**src/rtl/spi_burst_master.sv**
```systemverilog
// SPI burst master: one chip-select-framed burst of 1..MAX_BYTES bytes over ready/valid byte ports.
// Build option SPI_BIT_REVERSE_EN bit-reverses both byte ports; wire order stays MSB first.
module spi_burst_master #(
  parameter int CLK_DIV   = 2,
  parameter int MAX_BYTES = 64,
  parameter int CS_SETUP  = 2,
  parameter int CS_HOLD   = 2
) (
  input  logic                           clk_in,
  input  logic                           rst_in,
  input  logic                           start_in,
  input  logic [1:0]                     mode_in,
  input  logic [$clog2(MAX_BYTES+1)-1:0] len_in,
  output logic                           busy_out,
  input  logic [7:0]                     tx_data_in,
  input  logic                           tx_valid_in,
  output logic                           tx_ready_out,
  output logic [7:0]                     rx_data_out,
  output logic                           rx_valid_out,
  output logic                           done_out,
  output logic                           n_ss_out,
  output logic                           sclk_out,
  output logic                           mosi_out,
  input  logic                           miso_in
);

  localparam int LW     = $clog2(MAX_BYTES + 1);
  localparam int DW     = $clog2(CLK_DIV + 1);
  localparam int PH_MAX = (CS_SETUP > CS_HOLD) ? CS_SETUP : CS_HOLD;
  localparam int CW     = $clog2(PH_MAX + 1);

  typedef enum logic [2:0] {IDLE, SETUP, LOAD, SHIFT, HOLD} state_t;

  state_t          state, next_state;
  logic [1:0]      mode;
  logic [LW-1:0]   remaining;
  logic [CW-1:0]   ph_cnt;
  logic [DW-1:0]   div_cnt;
  logic [3:0]      half_cnt;
  logic [7:0]      tx_shift;
  logic [7:0]      rx_shift;
  logic [7:0]      tx_word;
  logic [7:0]      rx_word;
  logic [7:0]      rx_next;
  logic [7:0]      rx_final;
  logic            accept;
  logic            handshake;
  logic            half_end;
  logic            shift_end;
  logic            leading;
  logic            sample_now;

  assign accept     = (state == IDLE) && start_in && (len_in != '0);
  assign handshake  = (state == LOAD) && tx_valid_in;
  assign half_end   = (state == SHIFT) && (div_cnt == DW'(CLK_DIV - 1));
  assign shift_end  = half_end && (half_cnt == 4'd15);
  // Even half-periods end on the leading SCLK edge; CPHA picks which edge samples MISO.
  assign leading    = ~half_cnt[0];
  assign sample_now = leading ^ mode[0];
  assign rx_next    = {rx_shift[6:0], miso_in};
  assign rx_final   = sample_now ? rx_next : rx_shift;

`ifdef SPI_BIT_REVERSE_EN
  function automatic logic [7:0] bit_rev(input logic [7:0] b);
    logic [7:0] r;
    for (int unsigned i = 0; i < 8; i++) r[i] = b[7-i];
    return r;
  endfunction

  always_comb begin
    tx_word = bit_rev(tx_data_in);
    rx_word = bit_rev(rx_final);
  end
`else
  always_comb begin
    tx_word = tx_data_in;
    rx_word = rx_final;
  end
`endif

  always_ff @(posedge clk_in) begin
    if (rst_in) state <= IDLE;
    else        state <= next_state;
  end

  always_comb begin
    next_state   = state;
    busy_out     = 1'b1;
    n_ss_out     = 1'b0;
    tx_ready_out = 1'b0;
    unique case (state)
      IDLE: begin
        busy_out = 1'b0;
        n_ss_out = 1'b1;
        if (accept) next_state = SETUP;
      end
      SETUP: if (ph_cnt == CW'(CS_SETUP - 1)) next_state = LOAD;
      LOAD: begin
        tx_ready_out = 1'b1;
        if (tx_valid_in) next_state = SHIFT;
      end
      SHIFT: if (shift_end) next_state = (remaining == LW'(1)) ? HOLD : LOAD;
      HOLD:  if (ph_cnt == CW'(CS_HOLD - 1)) next_state = IDLE;
      default: next_state = IDLE;
    endcase
  end

  always_ff @(posedge clk_in) begin
    if (rst_in) begin
      mode         <= '0;
      remaining    <= '0;
      ph_cnt       <= '0;
      div_cnt      <= '0;
      half_cnt     <= '0;
      tx_shift     <= '0;
      rx_shift     <= '0;
      sclk_out     <= 1'b0;
      mosi_out     <= 1'b0;
      rx_data_out  <= '0;
      rx_valid_out <= 1'b0;
      done_out     <= 1'b0;
    end else begin
      rx_valid_out <= 1'b0;
      done_out     <= 1'b0;

      if ((state == SETUP || state == HOLD) && state == next_state) ph_cnt <= ph_cnt + 1'b1;
      else                                                          ph_cnt <= '0;

      if (accept) begin
        mode      <= mode_in;
        remaining <= len_in;
        sclk_out  <= mode_in[1];
      end

      if (handshake) begin
        div_cnt  <= '0;
        half_cnt <= '0;
        if (mode[0]) begin
          tx_shift <= tx_word;
        end else begin
          mosi_out <= tx_word[7];
          tx_shift <= {tx_word[6:0], 1'b0};
        end
      end

      if (state == SHIFT) begin
        if (half_end) begin
          div_cnt  <= '0;
          half_cnt <= half_cnt + 4'd1;
          sclk_out <= shift_end ? mode[1] : ~sclk_out;
          if (sample_now) begin
            rx_shift <= rx_next;
          end else begin
            mosi_out <= tx_shift[7];
            tx_shift <= {tx_shift[6:0], 1'b0};
          end
          if (shift_end) begin
            rx_data_out  <= rx_word;
            rx_valid_out <= 1'b1;
            remaining    <= remaining - 1'b1;
          end
        end else begin
          div_cnt <= div_cnt + 1'b1;
        end
      end

      if (state == HOLD && next_state == IDLE) done_out <= 1'b1;
    end
  end

endmodule

```
**config.mk**
```make
export PLATFORM = sky130hd
export DESIGN_NAME = spi_burst_master
export DESIGN_NICKNAME = d
export VERILOG_FILES = /design/src/rtl/spi_burst_master.sv
export SDC_FILE = /design/constraint.sdc
export NUM_CORES = 1
export LEC_CHECK = 0
export ABC_AREA = 1
export CAP_MARGIN = 0
export CORE_MARGIN = 3
export CORE_UTILIZATION = 35
export CTS_BUF_LIST = sky130_fd_sc_hd__clkbuf_4
export CTS_CLUSTER_SIZE = 24
export DETAILED_ROUTE_END_ITERATION = 10
export PLACE_DENSITY_LB_ADDON = 0.1
export SYNTH_ARGS = -nofsm -noshare
export SYNTH_HDL_FRONTEND = slang
export SYNTH_SLANG_ARGS = --single-unit
```
**constraint.sdc**
```tcl
create_clock -name clk_in -period 1.9 [get_ports clk_in]
set_input_delay 0.38 -clock clk_in [delete_from_list [all_inputs] [get_ports clk_in]]
set_output_delay 0.38 -clock clk_in [all_outputs]
set_load 0.01 [all_outputs]
```
==> flow_summary.json, run 1 <==
{
  "row_count": 29,
  "yosys_warnings": 0,
  "crit_slowest_cell": "dfxtp_1",
  "gr-usage-met2": 0.232,
  "fin_nets": 404,
  "synth_largest_area_cell": "dfxtp_1",
  "initial_core_util": 0.365,
  "clock_skew_ns": 0.0124,
  "post_route_cells_drive_above_1_share": 0.0897,
  "cts_buffer_depth": 2,
  "final_min_period_ns": 1.71,
  "drc": 0,
  "highest_clock_rate_mhz": 584,
  "netlist-cell-type-count": 32,
  "grt.total_usage": 0.144,
  "maxSlewViolCount": 0,
  "synth_top_flop_cell": "dfxtp_1",
  "synth.cell_area_mm2": 0.00236,
  "num_vias": 2203,
  "pwr_density_cell_mw_per_mm2": 629,
  "gr-total-overflow": 0,
  "cellLeakagePower_nw": 1.31,
  "syn_area_per_cell_um2": 6.98,
  "ctsRootBufferMaster": "clkbuf_4",
  "synthesis_to_finish_area_growth_pct": 22.9,
  "synth-async-reset-ratio": 0,
  "cts_sinks": 48,
  "grt_first_pass_wirelength_mm": 8.92,
  "arrival_ns": 1.97,
  "grt_max_degree": 23,
  "start_kind": "flip-flop",
  "route.antenna.remaining_nets": 0,
  "pre_cts_slack_ns": 0.116,
  "die_height_um": 88.1,
  "number_of_synthesized_flops_with_an_enable_pin": 0,
  "grt_busiest_layer": "met2",
  "core-area_mm2": 0.00646,
  "hold_viol_final": 0,
  "cts.reportedPaths.clkPinSlew_ns": 0.14,
  "port_buffers": 36,
  "most_common_library_cells_after_synthesis": "nand2_1 (72), dfxtp_1 (48), inv_1 (44)",
  "worst_pin_slew_ns": 0.307,
  "synth.yosys.seq_area_share": 0.407,
  "grtUsageMet1": 0.197,
  "tritoncts": "built",
  "multi_input_comb_area_mm2": 0.00117,
  "globalRouteMet3Util": 0.0310,
  "final.setup.tns_ns": 0,
  "synthTopCellsByArea": "dfxtp_1 (41%), nand2_1 (11%), o21ai_0 (8.7%)",
  "sequential_cell_area_um2": 970,
  "final.fill_count": 677,
  "detail_route.first_pass.iterations": 4,
  "syn-num-nets": 364,
  "dieWidth_um": 88.1,
  "rsz0062_at_grt": "no",
  "yosys.area.top_type_share": 0.407,
  "postSynthCellCount": 338,
  "worstSkewPairLatency_ns": 0.36,
  "drt_wl_total_mm": 5.32,
  "dieArea_mm2": 0.00776,
  "holdCritPathClass": "flip-flop to flip-flop",
  "path_class": "flip-flop to flip-flop",
  "antenna_cells": 0,
  "max_slew_margin": 0.795,
  "synthesized_flop_and_latch_total": 48,
  "place.detailed.hpwl_mm": 3.87,
  "numCtsBuffers": 5,
  "ctsHtreeMaxLevel": 2,
  "critPathRequiredTime_ns": 2.15,
  "critical_path.max_fanout": 8,
  "yosysMostFrequentCell": "nand2_1",
  "route.detailed.wl_per_inst_um": 11.7,
  "timing.final.setup_violations": 0,
  "vias_in_the_first_global_route": 1958,
  "rrSetupSlack_ns": 0.19,
  "gpl.final_weighted_congestion": 0.808,
  "routed_via_density": 4.83,
  "critical-path-max-stage-delay_ns": 0.42,
  "antenna_found_initial": 0,
  "path_cells": "ha_1, nand3_1, nor2_8, inv_2, nand2_1, inv_1, o21ai_0, o22ai_1",
  "max-cap-violations": 0,
  "end_kind": "flip-flop",
  "run_status": "completed",
  "peakVddDrop_v": 0.000260,
  "final.period_utilization": 0.902,
  "timing.final.ws_setup_ns": 0.187,
  "postLayoutCoreUtil": 0.449,
  "drt-initial-drc-count": 49,
  "pin_count": 37
}
-- sequential cells by signal, summed over array words and instances (netlist names) --
| register | cells |
|---|---|
| ph_cnt | 2 |
| state | 3 |
| rx_valid_out | 1 |
| mode | 2 |
| tx_shift | 8 |
| div_cnt | 2 |
| half_cnt | 4 |
| mosi_out | 1 |
| rx_shift | 8 |
| sclk_out | 1 |
| remaining | 7 |
| done_out | 1 |
| rx_data_out | 8 |
-- worst max-delay path, delay by kind of cell, from the launching register on --
| family | cells | cell delay, ns |
|---|---|---|
| simple gates | 3 | 0.57 |
| fa+ha+maj | 1 | 0.21 |
| compound gates | 2 | 0.21 |
| flops | 1 | 0.42 |
| buf+inv | 2 | 0.19 |
-- layer usage --
metal | part of all wire | vias to the layer above
met3 | 0.037 | 4
met4 | 0.0083 | 0
li1 | - | 1185
met2 | 0.45 | 35
met1 | 0.50 | 979
met5 | 0 | -
-- worst paths after layout --
kind,cells after the start,end,start
min,1,ph_cnt[0],ph_cnt[0]
min reg2reg,1,ph_cnt[0],ph_cnt[0]
max,8,remaining[3],half_cnt[0]
max reg2reg,8,remaining[3],half_cnt[0]
-- per-stage QoR --
step	instance area, um^2	total power, mW	hold WS (ns)	cells
floorplan	2360	1.26	0.405	338
global placement	2820	1.38	0.418	447
detailed placement	2820	1.38	0.429	447
CTS	2890	1.85	0.448	456
global route	2900	1.93	0.458	456
finish	2900	1.82	0.445	456
-- kinds of logic (layout without fill, tap and decap cells) --
group | count (synthesis) | count (layout) | share of synthesized area
simple gates | 135 | 135 | 0.252
compound gates | 89 | 89 | 0.209
buf+inv | 60 | 101 | 0.103
flops | 48 | 48 | 0.407
fa+ha+maj | 4 | 4 | 0.0212
xor+xnor | 2 | 2 | 0.00742
-- area by class of cell --
type / count / share of cell area
well taps: 77 / 0.0332
clock buffers: 5 / 0.0129
inverters: 47 / 0.0609
multi-input cells: 230 / 0.402
clock inverters: 3 / 0.00475
repair buffers: 46 / 0.151
flip-flops and latches: 48 / 0.334
-- where the power goes --
group / switching, mW / internal [mW]
logic: 0.172 / 0.137
registers: 0.0234 / 1.03
clock network: 0.323 / 0.137
-- layout by cell type, fill, tap and decap left out, types with 2 or more instances in the layout --
cell | synthesis | routed
nand2_1 | 72 | 71
dfxtp_1 | 48 | 45
inv_1 | 44 | 44
o21ai_0 | 41 | 41
clkdlybuf4s50_1 | 0 | 33
nor2_1 | 30 | 29
a21oi_1 | 25 | 25
nand3_1 | 15 | 15
a31oi_1 | 10 | 10
buf_4 | 1 | 10
nor3_1 | 6 | 6
nand2_2 | 4 | 5
clkbuf_4 | 0 | 5
ha_1 | 4 | 4
o22ai_1 | 3 | 3
nand4_1 | 3 | 3
o211ai_1 | 3 | 3
nor2_4 | 1 | 2
nand2_4 | 2 | 2
clkinv_1 | 1 | 2
inv_2 | 2 | 2
a211oi_1 | 2 | 2
clkinv_2 | 0 | 2
dlymetal6s2s_1 | 0 | 2
dfxtp_4 | 0 | 2
-- what timing repair did --
action                                  in CTS  in global routing
endpoints found under the setup margin       3                  2
gates resized for setup                      9                  2
hold buffers                                 0                  0
setup buffers                                1                  0
No activity file was read; power rests on OpenSTA's default activity.
==> inputs of run 2 (changes only) <==
Settings changed: SKIP_CTS_REPAIR_TIMING set to 1.
==> flow_summary.json, run 2 (synthesis gave the netlist of run 1 again) <==
{
  "dieArea_mm2": 0.00776,
  "switchingPower_mw": 0.521,
  "post_route_cells_drive_above_1_share": 0.0873,
  "grt_max_degree": 23,
  "route.antenna.remaining_nets": 0,
  "max_slew_margin": 0.794,
  "gr-total-overflow": 0,
  "detail_route.first_pass.iterations": 4,
  "timing.final.setup_violations": 0,
  "hold_viol_final": 0,
  "path_class": "flip-flop to primary output",
  "drt-initial-drc-count": 46,
  "final_min_period_ns": 1.72,
  "power.share.switching": 0.286,
  "routed_via_density": 4.84,
  "gpl.final_weighted_congestion": 0.808,
  "critical_path.max_fanout": 3,
  "ctsHtreeMaxLevel": 2,
  "numCtsBuffers": 5,
  "max-cap-violations": 0,
  "cellLeakagePower_nw": 1.31,
  "path_cells": "clkdlybuf4s50_1",
  "cts_sinks": 48,
  "grt.total_usage": 0.143,
  "end_kind": "primary output",
  "place.detailed.hpwl_mm": 3.87,
  "maxSlewViolCount": 0,
  "fin_hold_ws_ns": 0.445,
  "critical-path-max-stage-delay_ns": 0.57,
  "power.share.combinational": 0.166,
  "port_buffers": 36,
  "worstSkewPairLatency_ns": 0.37,
  "final.period_utilization": 0.904,
  "critPathRequiredTime_ns": 1.52,
  "final_design_area_no_fill_mm2": 0.00290,
  "start_kind": "flip-flop",
  "dpl.cell_count": 447,
  "highest_clock_rate_mhz": 582,
  "pwr_density_cell_mw_per_mm2": 630,
  "arrival_ns": 1.34,
  "postLayoutCoreUtil": 0.448,
  "layout.cells.non_filler": 455,
  "num_vias": 2202,
  "antenna_cells": 0,
  "top_regs": "rx_data_out x8, rx_shift x8, tx_shift x8",
  "timing.critical_path.max_delay_family": "buffers and inverters",
  "clock_power_share": 0.255,
  "initial_core_util": 0.365,
  "clock_skew_ns": 0.0118,
  "grt_first_pass_wirelength_mm": 8.91,
  "run_status": "completed",
  "power_frac_seq": 0.579,
  "worst-path-buf-inv": 1,
  "antenna_found_initial": 0,
  "rsz0062_at_grt": "no",
  "synthesis_to_finish_area_growth_pct": 22.7,
  "pin_count": 37,
  "crit_slowest_cell": "clkdlybuf4s50_1",
  "core-area_mm2": 0.00646,
  "power.total_mw": 1.82,
  "cts_buffer_depth": 2,
  "drc": 0,
  "peakVddDrop_v": 0.000260,
  "die_height_um": 88.1,
  "post_dp_cell_area_mm2": 0.00282,
  "internal-power_mw": 1.30,
  "dieWidth_um": 88.1,
  "route.detailed.wl_per_inst_um": 11.7,
  "holdCritPathClass": "flip-flop to flip-flop",
  "drt_wl_total_mm": 5.30,
  "most_common_cell_after_layout_fill_and_taps_aside": "nand2_1",
  "vias_in_the_first_global_route": 1959,
  "most-common-layout-cells": "nand2_1 (71), dfxtp_1 (45), inv_1 (44)",
  "worst_pin_slew_ns": 0.309,
  "cts.reportedPaths.clkPinSlew_ns": 0.14,
  "fin_nets": 403,
  "tritoncts": "built",
  "ctsRootBufferMaster": "clkbuf_4",
  "row_count": 29
}
## run 2: changes by cell type in the layout (fill, tap and decap cells not counted)
cell            previous run  this run
buf_4                     10         9
dlygate4sd2_1              1         0
dlymetal6s2s_1             2         3
## run 2: layout make-up
class	instances	area, um^2
clock buffers	5	37.5
clock inverters	3	13.8
fillers	676	3560
inverters	47	176
multi-input cells	230	1170
flip-flops and latches	48	970
well taps	77	96.3
repair buffers	45	435
## run 2: path summary, 6_finish.rpt
check / from / endpoint / slack (ns) / cells after the start
hold / removal: ph_cnt[0] / ph_cnt[0] / 0.45 / 1
setup / recovery: sclk_out / sclk_out / 0.18 / 1
setup reg to reg: half_cnt[0] / remaining[3] / 0.20 / 8
hold reg to reg: ph_cnt[0] / ph_cnt[0] / 0.45 / 1
## run 2: layer usage
layer  part of all wire  vias to the layer above  global-route usage  wire (um)
li1                   -                     1185                   -          -
met1               0.49                      978               0.194       2610
met2               0.46                       35               0.233       2420
met3              0.044                        4              0.0310        235
met4             0.0072                        0              0.0357         38
met5                  0                        -                   0          0
## run 2: power groups by stage
stage | Combinational, mW | Clock [mW] | Sequential (mW)
2_1_floorplan | 0.188 | 0 | 1.07
3_3_place_gp | 0.304 | 0 | 1.08
3_5_place_dp | 0.303 | 0 | 1.08
4_1_cts | 0.305 | 0.488 | 1.05
5_1_grt | 0.348 | 0.523 | 1.06
6_report | 0.303 | 0.464 | 1.06
## run 2: per-stage QoR
stage / TNS [ns] / worst slack [ns]
floorplan: 0 / 0.456
global placement: 0 / 0.120
detailed placement: 0 / 0.116
CTS: -0.439 / -0.180
global route: 0 / 0.0242
finish: 0 / 0.183
